--- config.mk ---
export PLATFORM = sky130hd
export DESIGN_NAME = imem_boot_loader
export DESIGN_NICKNAME = d
export VERILOG_FILES = /design/src/rtl/boot_pkg.sv /design/src/rtl/boot_word_assembler.sv /design/src/rtl/imem_boot_loader.sv
export SDC_FILE = /design/constraint.sdc
export NUM_CORES = 1
export LEC_CHECK = 0
export CORE_ASPECT_RATIO = 0.6
export CORE_MARGIN = 3
export CORE_UTILIZATION = 55
export CTS_CLUSTER_SIZE = 25
export DETAILED_ROUTE_END_ITERATION = 6
export PLACE_DENSITY = 0.8
export SLEW_MARGIN = 15
export SYNTH_ARGS = -nofsm -noshare
export SYNTH_HDL_FRONTEND = slang
export SYNTH_SLANG_ARGS = --single-unit
--- constraint.sdc ---
create_clock -name clk -period 4.58 [get_ports clk]
set_input_delay 1.374 -clock clk [delete_from_list [all_inputs] [get_ports clk]]
set_output_delay 1.374 -clock clk [all_outputs]
set_load 0.02 [all_outputs]
--- src/rtl/boot_pkg.sv ---
// Shared definitions for the instruction-memory boot loader: FSM state codes,
// header geometry and byte-lane sizing.
package boot_pkg;

    localparam int HDR_BYTES = 2;
    localparam int LANE_W    = 8;
    localparam int LANES     = 4;
    localparam int HDR_W     = HDR_BYTES * LANE_W;
    localparam int WORD_W    = LANES * LANE_W;
    localparam int STATE_W   = 3;

    typedef logic [STATE_W-1:0] boot_state_t;

    localparam boot_state_t HDR_LO = 3'd0;
    localparam boot_state_t HDR_HI = 3'd1;
    localparam boot_state_t DATA   = 3'd2;
    localparam boot_state_t CSUM   = 3'd3;
    localparam boot_state_t DONE   = 3'd4;
    localparam boot_state_t ERR    = 3'd5;

endpackage

--- src/rtl/boot_word_assembler.sv ---
// Collects little-endian bytes into a 32-bit word; flags the byte that completes
// a word and presents the full word (including that byte) combinationally.
module boot_word_assembler
    import boot_pkg::*;
(
    input  logic              clk,
    input  logic              rst_i,
    input  logic              clear_i,
    input  logic              byte_valid_i,
    input  logic [LANE_W-1:0] byte_i,
    output logic [WORD_W-1:0] word_o,
    output logic              word_done_o
);

    logic [1:0] bcnt_q;
    logic [1:0] bcnt_d;

    always_comb begin
        bcnt_d = bcnt_q;
        if (clear_i) begin
            bcnt_d = 2'd0;
        end else if (byte_valid_i) begin
            bcnt_d = bcnt_q + 2'd1;
        end
    end

    always_ff @(posedge clk or posedge rst_i) begin
        if (rst_i) begin
            bcnt_q <= 2'd0;
        end else begin
            bcnt_q <= bcnt_d;
        end
    end

    assign word_done_o = byte_valid_i && (bcnt_q == 2'd3);

    // The completing byte bypasses its lane register so the word is whole on that cycle.
    genvar gi;
    generate
        for (gi = 0; gi < LANES; gi++) begin : g_lane
            logic [LANE_W-1:0] lane_q;
            logic              hit;

            assign hit = byte_valid_i && (bcnt_q == 2'(gi));

            always_ff @(posedge clk or posedge rst_i) begin
                if (rst_i) begin
                    lane_q <= '0;
                end else if (hit) begin
                    lane_q <= byte_i;
                end
            end

            assign word_o[gi*LANE_W +: LANE_W] = hit ? byte_i : lane_q;
        end
    endgenerate

endmodule

--- src/rtl/imem_boot_loader.sv ---
// Loads a length-prefixed byte stream into instruction memory and holds the core
// in reset until done. Define BOOT_CHECKSUM_EN to require a trailing XOR checksum byte.
module imem_boot_loader
    import boot_pkg::*;
#(
    parameter int ADDR_W = 8,
    parameter int DEPTH  = 256
) (
    input  logic              clk,
    input  logic              reset,
    input  logic [7:0]        rx_data,
    input  logic              rx_valid,
    output logic              rx_ready,
    input  logic              restart,
    output logic              imem_we,
    output logic [ADDR_W-1:0] imem_addr,
    output logic [31:0]       imem_wdata,
    output logic              cpu_reset,
    output logic              boot_done,
    output logic              boot_err
);

    boot_state_t       state_q,      state_d;
    logic [HDR_W-1:0]  n_q,          n_d;
    logic [ADDR_W-1:0] wcnt_q,       wcnt_d;
    logic              cpu_reset_q,  cpu_reset_d;
    logic              imem_we_q,    imem_we_d;
    logic [ADDR_W-1:0] imem_addr_q,  imem_addr_d;
    logic [31:0]       imem_wdata_q, imem_wdata_d;
`ifdef BOOT_CHECKSUM_EN
    logic [7:0]        csum_q,       csum_d;
`endif

    logic              xfer;
    logic              asm_valid;
    logic              asm_clear;
    logic [WORD_W-1:0] asm_word;
    logic              asm_done;
    logic [HDR_W-1:0]  n_full;
    logic              last_word;

    assign rx_ready  = (state_q == HDR_LO) || (state_q == HDR_HI) ||
                       (state_q == DATA)   || (state_q == CSUM);
    assign xfer      = rx_valid && rx_ready;
    assign asm_valid = xfer && (state_q == DATA);
    assign n_full    = {rx_data, n_q[7:0]};
    assign last_word = (HDR_W'(wcnt_q) == (n_q - 1'b1));

    boot_word_assembler u_asm (
        .clk          (clk),
        .rst_i        (reset),
        .clear_i      (asm_clear),
        .byte_valid_i (asm_valid),
        .byte_i       (rx_data),
        .word_o       (asm_word),
        .word_done_o  (asm_done)
    );

    always_comb begin
        state_d      = state_q;
        n_d          = n_q;
        wcnt_d       = wcnt_q;
        imem_we_d    = 1'b0;
        imem_addr_d  = imem_addr_q;
        imem_wdata_d = imem_wdata_q;
        asm_clear    = 1'b0;
`ifdef BOOT_CHECKSUM_EN
        csum_d       = csum_q;
`endif
        case (state_q)
            HDR_LO: begin
                if (xfer) begin
                    n_d[7:0] = rx_data;
                    state_d  = HDR_HI;
                end
            end
            HDR_HI: begin
                if (xfer) begin
                    n_d = n_full;
                    if (n_full == '0) begin
                        state_d = DONE;
                    end else if (32'(n_full) > 32'(DEPTH)) begin
                        state_d = ERR;
                    end else begin
                        state_d   = DATA;
                        wcnt_d    = '0;
                        asm_clear = 1'b1;
`ifdef BOOT_CHECKSUM_EN
                        csum_d    = 8'd0;
`endif
                    end
                end
            end
            DATA: begin
`ifdef BOOT_CHECKSUM_EN
                if (xfer) begin
                    csum_d = csum_q ^ rx_data;
                end
`endif
                if (asm_done) begin
                    imem_we_d    = 1'b1;
                    imem_addr_d  = wcnt_q;
                    imem_wdata_d = asm_word;
                    wcnt_d       = wcnt_q + 1'b1;
                    if (last_word) begin
`ifdef BOOT_CHECKSUM_EN
                        state_d = CSUM;
`else
                        state_d = DONE;
`endif
                    end
                end
            end
`ifdef BOOT_CHECKSUM_EN
            CSUM: begin
                if (xfer) begin
                    state_d = (rx_data == csum_q) ? DONE : ERR;
                end
            end
`endif
            DONE, ERR: begin
                if (restart) begin
                    state_d   = HDR_LO;
                    n_d       = '0;
                    wcnt_d    = '0;
                    asm_clear = 1'b1;
`ifdef BOOT_CHECKSUM_EN
                    csum_d    = 8'd0;
`endif
                end
            end
            default: state_d = HDR_LO;
        endcase
    end

    // Released only after a full cycle in DONE so the last write lands first.
    assign cpu_reset_d = !((state_q == DONE) && !restart);

    always_ff @(posedge clk or posedge reset) begin
        if (reset) begin
            state_q      <= HDR_LO;
            n_q          <= '0;
            wcnt_q       <= '0;
            cpu_reset_q  <= 1'b1;
            imem_we_q    <= 1'b0;
            imem_addr_q  <= '0;
            imem_wdata_q <= '0;
`ifdef BOOT_CHECKSUM_EN
            csum_q       <= 8'd0;
`endif
        end else begin
            state_q      <= state_d;
            n_q          <= n_d;
            wcnt_q       <= wcnt_d;
            cpu_reset_q  <= cpu_reset_d;
            imem_we_q    <= imem_we_d;
            imem_addr_q  <= imem_addr_d;
            imem_wdata_q <= imem_wdata_d;
`ifdef BOOT_CHECKSUM_EN
            csum_q       <= csum_d;
`endif
        end
    end

    assign imem_we    = imem_we_q;
    assign imem_addr  = imem_addr_q;
    assign imem_wdata = imem_wdata_q;
    assign cpu_reset  = cpu_reset_q;
    assign boot_done  = (state_q == DONE);
    assign boot_err   = (state_q == ERR);

endmodule

Word level (Yosys, flattened, before mapping)
Index checks and enable logic that the tools add are counted.
Widths: inputs -> output; s select.
Word-level totals
  output and inout port bits: 45
  logic and storage cells: 89
  bits in registers: 95
  bits of input ports: 12
Cells by class
  equal/unequal tests: 16
  bitwise logic cells: 1
  reduce and logical (&&, ||, !) cells: 25
  add/sub/neg operators: 3
  order comparisons: 1
  muxes and demuxes: 31
Operator list (count)
  $mux 8: 9
  $pmux 8 s3: 2
  $mux 16: 2
  $mux 3: 7
  $eq 8x16->1: 1
  $gt 16x9->1 const B: 1
  $logic_not 16->1: 1
  $pmux 8 s2: 1
  $sub 16x1->16 const B: 1
  $ne 2x2->1 const B: 7
  $pmux 3 s4: 1
  $add 8x1->8 const B: 1
  $logic_and 1x1->1: 7
  $eq 3x2->1 const B: 2
  $eq 3x3->1 const B: 2
  $mux 1: 6
  $reduce_and 6->1: 1
  $reduce_bool 2->1: 3
  $reduce_and 5->1: 1
  $eq 2x2->1 const B: 2
  $mux 2: 2
  $reduce_and 4->1: 1
  $eq 3x1->1 const B: 1
  $logic_not 3->1: 1
  11 further kinds: 14

Longest topological paths before layout
Gate-level depths: netlist of run 1.
  word-level depth: 9
  depth in mapped cells: 8
  gate-level depth less buffers: 7

Cells and area by module
Synthesis of run 1 repeated with hierarchy kept, for this count alone.
Second synthesis, totals
  cell total of the unflattened synthesis: 454
  area total of the unflattened synthesis: 4755.8 um^2
Modules (own cells, without submodules)
  imem_boot_loader: seq. area each 1727.9 um^2, instances 1, area an instance 3241.9 um^2, cells each 371
  boot_word_assembler: seq. area each 850.8 um^2, instances 1, area an instance 1514.0 um^2, cells each 83

Worst setup path before layout of run 1
No wires, ideal clock.
  kind: in2reg
  start: input rx_data[0]
  end: register wcnt_q[1]
  buffers on the path: 1
  path slack: 1.805 ns
  stages: 6
  arrival time: 2.652 ns
  path through: or4b_1 o211ai_2 o21ai_2 a31o_1 buf_6 mux2i_1
On the way
  cells in the longest elaborated chain, start to end: 3
RTL lines
  start: declaration: line imem_boot_loader.sv:11  | input logic [7:0] rx_data,
  $gt 16x9->1 or $logic_not 16->1 (tied branches): line imem_boot_loader.sv:82, imem_boot_loader.sv:80
  $ne 2x2->1 (no source line)
  $reduce_and 6->1 (no source line) *
  end signal: assignment: line imem_boot_loader.sv:154  | wcnt_q <= wcnt_d;
  end: declaration: line imem_boot_loader.sv:25  | logic [ADDR_W-1:0] wcnt_q, wcnt_d;
Every way passes the cells marked *; elsewhere a longest branch is shown, timed or not.
A chain may end at the register's enable or synchronous reset.

Worst setup path in the final report of run 1
  start: register state_q[2]
  end: output boot_done
On the way
  cells in the longest elaborated chain, start to end: 1
RTL lines
  start: declaration: line imem_boot_loader.sv:23  | boot_state_t state_q, state_d;
  start signal: assignment: line imem_boot_loader.sv:152  | state_q <= state_d;
  $eq 3x3->1: line imem_boot_loader.sv:169  | assign boot_done = (state_q == DONE);
  end: declaration: line imem_boot_loader.sv:19  | output logic boot_done,
Every way passes these cells.

==> metrics.cfg, run 1 <==
[floorplanning]
core_area_sq_mm=0.00739
io-pin-count=57
rows=24
die-area_sq_mm=0.00884
die_h_microns=74.0
die_w_microns=119
initial_utilization_pct=57.5

[yosys]
synth_area_sq_mm=0.00424
ys_seq_area_share_pct=56.0
synth_ff_type=dfrtp_1
avgSynthCellArea_sq_um=9.76
synth_cells=435
synthesis.nets=454
ys_types=52
ys_warn_count=0
ys_seq_elements=95
synth_edf_count=0
async_flop_share_pct=100

[worst_setup_path]
crit_slowest_cell=clkdlybuf4s50_1
critPathMaxFanout=10
cp_top_family=buffers and inverters
criticalPathCategory=register to primary output
cp_cell_sequence=nand2b_1 -> nor2_1 -> clkdlybuf4s50_1
path_buf_inv=1
critPathMaxStageDelay_ps=630
rr_worst_depth=7
cp-start-kind=register
cp.depth=3
cp-end-kind=primary output
arrival_ps=2060
worstPathRequired_ps=3210

[global_route]
globalRoute.totalOverflow=0
grt_max_degree=52
gr-usage-all-layers_pct=22.5
antenna_found_initial=0
grt_pass1_vias=3121
grt_pass1_wl_microns=15500

[drt]
viasPerCell=5.51
antenna_left=0
routed-via-count=3263
drt_pass1_iterations=4
remaining_drc_errors=0
drt_first_iter_violations=341
wl_per_cell_microns=16.0
wirelength_microns=9500

[clocking]
ctsLongestPathBuffers=2
cts_sinks=95
cts_tree=done
postCtsSetupRepairBufs=0
htree_levels=3
root_buffer=clkbuf_16
numCtsBuffers=9
cts_resized=0
worstSkewPairLatency_ps=330
clk_pin_slew_worst_paths_ps=60
cts.hold.buffers_added=0

[timing]
final.min_clock_period_ps=3430
finalSetupViolCount=0
worstMarginPinSlew_ps=810
grt_setup_unrepaired=false
fin_crit_sh_pct=74.9
fin_skew_ps=5.41
report.final.slew_viol_count=0
clock.fmax_ghz=0.291
max-slew-margin-rel_pct=45.9
final-hold-violation-count=0
setup_tns_ps=0

[power_and_ir_drop]
power_frac_clock_pct=30.1
p_comb_share_pct=23.6
p_seq_share_pct=46.3
power.internal_mw=1.49
cellLeakagePower_nw=2.51
vdd_drop_max_mv=0.290
powerDensity_mw_per_mm2=424
p_switching_mw=0.686
p_sw_share_pct=31.5

[layout]
final_cell_mix=153 x nand2_1, 94 x dfrtp_1, 56 x clkdlybuf4s50_1
drive_gt1_share_pct=4.71
fin_area_sq_mm=0.00514
syn_to_final_growth_pct=21.2
final_common_cell=nand2_1
nets=505
antenna_cells=0

[outcome]
status=finished clean

[hold_path]
hold_path.class=register to register
hold-path-cell-count=2

[place]
dp_hpwl_microns=6670
placement.io_buffers=56
dpl_cell_area_sq_mm=0.00489
finalWeightedCongestion=0.894

[flow_run]
drv_cap=0

## power groups by stage
stage	Clock [mW]	Combinational, mW	Sequential (mW)
6_report	0.655	0.515	1.01
5_1_grt	0.702	0.569	1.02
4_1_cts	0.664	0.512	1.01
3_5_place_dp	0	0.506	1.02
3_3_place_gp	0	0.490	1.02
2_1_floorplan	0	0.408	0.980
## worst paths after layout
path | startpoint | slack (ps) | endpoint
max | state_q[2]$_DFFE_PP0P_ | 1150 | boot_done
min in group asynchronous | reset | 1500 | imem_we$_DFF_PP0_
max in group asynchronous | reset | 2370 | u_asm.g_lane[2].lane_q[1]$_DFF_PP0_
max reg2reg | n_q[0]$_DFFE_PP0P_ | 2380 | wcnt_q[5]$_DFFE_PP0P_
min | imem_wdata[23]$_DFFE_PP0P_ | 470 | imem_wdata[23]$_DFFE_PP0P_
min reg2reg | imem_wdata[23]$_DFFE_PP0P_ | 470 | imem_wdata[23]$_DFFE_PP0P_
## synth_stat cells, types with 3 or more instances
master	instances	area (sq um)
o21ai_0	13	65.1
nand3_1	8	40.0
mux2_1	24	270
inv_1	9	33.8
nand2_1	153	574
nor4_1	3	18.8
a31oi_1	5	31.3
clkbuf_1	15	56.3
xnor2_1	7	61.3
a21oi_1	10	50.1
a31o_1	3	26.3
dfrtp_1	94	2350
xor2_1	3	26.3
ha_1	7	87.6
nor2_1	14	52.6
nor3_1	5	25.0
nand2b_1	6	37.5
o21ai_1	10	50.1
## registers in the layout, indices dropped and copies added (netlist names), 2 cells and up
| name | cells |
|---|---|
| imem_wdata | 32 |
| u_asm.g_lane.lane_q | 24 |
| n_q | 16 |
| imem_addr | 8 |
| wcnt_q | 8 |
| state_q | 3 |
| u_asm.bcnt_q | 2 |
## worst register-to-register path, stage by stage, from the launching register on
cell,delay [ps]
dfrtp_1,430
inv_1,110
ha_1,180
or4b_1,460
o211ai_2,280
o21ai_2,100
a31o_1,340
a31oi_1,210
## layer usage
metal | track usage [%] | share of wire [%] | vias to the layer above
li1 | - | - | 1558
met1 | 34.0 | 47 | 1580
met2 | 31.9 | 42 | 114
met3 | 6.61 | 9.6 | 11
met4 | 6.47 | 1.2 | 0
met5 | 0 | 0 | -
## kinds of logic (layout without fill, tap and decap cells)
| kind of cell | Yosys count | in the layout | synth area share (%) |
|---|---|---|---|
| DFF | 95 | 95 | 56.0 |
| muxes | 26 | 26 | 6.84 |
| xor gates and xnor gates | 10 | 10 | 2.06 |
| buffers and inverters | 30 | 83 | 2.86 |
| adders and majority gates | 7 | 7 | 2.06 |
| and+or+nand+nor | 205 | 205 | 20.7 |
| AOI/OAI and AO/OA | 62 | 62 | 9.43 |
## metrics by stage
step / std cells / power [mW] / hold WS, ps / setup slack, ps / utilization, %
final: 592 / 2.18 / 471 / 1150 / 69.6
after global routing: 592 / 2.29 / 499 / 1050 / 69.6
after CTS: 592 / 2.18 / 477 / 1150 / 69.6
after detailed placement: 579 / 1.53 / 462 / 1100 / 66.2
after global placement: 579 / 1.51 / 457 / 1130 / 66.2
after floorplan: 435 / 1.39 / 441 / 731 / -
## area by class of cell
class | count | area [sq um]
timing repair buffer | 59 | 596
inverter | 11 | 42.5
fill | 592 | 2240
sequential | 95 | 2380
clock inverter | 2 | 10.0
clock buffer | 11 | 243
tap | 104 | 130
multi-input combinational | 310 | 1740
Power figures use the tool's default switching activity.
==> run 2, diff against run 1 <==
==> constraint.sdc (replaced) <==
create_clock -name clk -period 3.5 [get_ports clk]
set_input_delay 1.05 -clock clk [delete_from_list [all_inputs] [get_ports clk]]
set_output_delay 1.05 -clock clk [all_outputs]
set_load 0.02 [all_outputs]
==> metrics.cfg, run 2 (same netlist as run 1, synthesis figures left out) <==
[global_route]
gr-usage-all-layers_pct=25.1
grt_max_degree=54
antenna_found_initial=1
grt_pass1_wl_microns=17000
globalRoute.totalOverflow=0
grt_pass1_vias=3272

[timing]
report.final.slew_viol_count=0
fin_crit_sh_pct=92.7
final-hold-violation-count=0
max-slew-margin-rel_pct=36.2
hold_ws_ps=474
final.min_clock_period_ps=3240
grt_setup_unrepaired=false
fin_skew_ps=3.62
setup_tns_ps=0
finalSetupViolCount=0
worstMarginPinSlew_ps=948
clock.fmax_ghz=0.308

[clocking]
clk_pin_slew_worst_paths_ps=60
cts_resized=0
numCtsBuffers=9
cts.hold.buffers_added=0
root_buffer=clkbuf_16
postCtsSetupRepairBufs=0
cts_sinks=95
htree_levels=3
cts_tree=done
worstSkewPairLatency_ps=340
ctsLongestPathBuffers=2

[worst_setup_path]
cp-end-kind=register
r2r_start=n_q[7]$_DFFE_PP0P_
critPathMaxFanout=8
critPathLaunch=rx_data[7]
r2r_setup_slack_ps=1280
cp-start-kind=input port
arrival_ps=3510
rr_worst_depth=5
worstPathRequired_ps=3770
timing.rr.end=wcnt_q[1]$_DFFE_PP0P_
crit_path_end=wcnt_q[1]$_DFFE_PP0P_
criticalPathCategory=input port to register

[power_and_ir_drop]
powerDensity_mw_per_mm2=568
power.internal_mw=2.04
power_frac_clock_pct=32.5
p_seq_share_pct=44.2
p_comb_share_pct=23.3
p_sw_share_pct=31.4
cellLeakagePower_nw=2.57
vdd_drop_max_mv=0.378
p_switching_mw=0.937
total_power_mw=2.98

[drt]
antenna_left=0
wl_met3_microns=1050
wl_per_cell_microns=17.2
remaining_drc_errors=0
top_layer=met4
drt_first_iter_violations=322
routed-via-count=3330
wirelength_microns=10400
drt_pass1_iterations=4
viasPerCell=5.51
wl_met2_microns=4460
wl_met1_microns=4770

[floorplanning]
rows=24
core_area_sq_mm=0.00739
die_w_microns=119
initial_utilization_pct=57.5
die-area_sq_mm=0.00884
die_h_microns=74.0
io-pin-count=57

[layout]
final_common_cell=nand2_1
antenna_cells=0
nets=514
layout.cells.non_filler=604
largest_reg_flops=32
regArea_sq_mm=0.00238
nFillCells=583
syn_to_final_growth_pct=23.8
multi_input_area_sq_mm=0.00174
drive_gt1_share_pct=6.60
final_cell_mix=153 x nand2_1, 94 x dfrtp_1, 56 x clkdlybuf4s50_1

[outcome]
status=finished clean

[place]
dp.cells=588
finalWeightedCongestion=0.927
dp_hpwl_microns=7390
placement.io_buffers=56

[flow_run]
drv_cap=0

[hold_path]
hold_path.class=register to register

run 2: changes by cell type in the layout (fill, tap and decap cells not counted), sizes merged:
cell / previous run / this run
buf: 3 / 12
clkbuf: 11 / 13
clkinv: 4 / 2
clkinvlp: 0 / 2
bufinv: 0 / 1
run 2: power groups by stage:
stage | combinational (mW) | sequential, mW | clock [mW]
final | 0.695 | 1.32 | 0.970
after global routing | 0.771 | 1.33 | 1.03
after CTS | 0.693 | 1.31 | 0.983
after detailed placement | 0.681 | 1.33 | 0
after global placement | 0.664 | 1.33 | 0
after floorplan | 0.534 | 1.28 | 0
run 2: worst min path at each step:
stage | endpoint | cells after the start | from | slack (ps)
4_1_cts | imem_wdata[25]$_DFFE_PP0P_ | 2 | imem_wdata[25]$_DFFE_PP0P_ | 480
2_1_floorplan | n_q[14]$_DFFE_PP0P_ | 2 | n_q[14]$_DFFE_PP0P_ | 440
3_5_place_dp | imem_wdata[25]$_DFFE_PP0P_ | 2 | imem_wdata[25]$_DFFE_PP0P_ | 460
6_report | imem_addr[7]$_DFFE_PP0P_ | 2 | imem_addr[7]$_DFFE_PP0P_ | 470
3_3_place_gp | n_q[13]$_DFFE_PP0P_ | 2 | n_q[13]$_DFFE_PP0P_ | 460
5_1_grt | u_asm.g_lane[2].lane_q[7]$_DFF_PP0_ | 1 | u_asm.g_lane[2].lane_q[7]$_DFF_PP0_ | 500
run 2: layer usage:
metal,vias to the layer above,global-route usage [%]
met5,-,0
met1,1628,36.4
met2,113,36.7
met4,0,7.23
met3,14,8.28
li1,1575,-
run 2: metrics by stage:
stage | cell area (sq um) | util, % | setup slack (ps)
2_1_floorplan | 4250 | - | 1050
5_1_grt | 5250 | 71.1 | 212
6_report | 5250 | 71.1 | 257
4_1_cts | 5250 | 71.1 | 373
3_3_place_gp | 4960 | 67.2 | 215
3_5_place_dp | 4960 | 67.2 | 101
run 2: area by class of cell:
type,instances,area share (%)
clock buffers,13,4.76
clock inverters,3,0.810
inverters,11,0.857
multi-input cells,310,33.2
flip-flops and latches,95,45.3
well taps,104,2.48
repair buffers,68,12.6
run 2: worst max-delay path: stages:
cell	delay (ps)
clkdlybuf4s50_1	550
nor4_1	770
o211ai_2	310
o21ai_2	220
a31o_1	380
mux2i_1	230
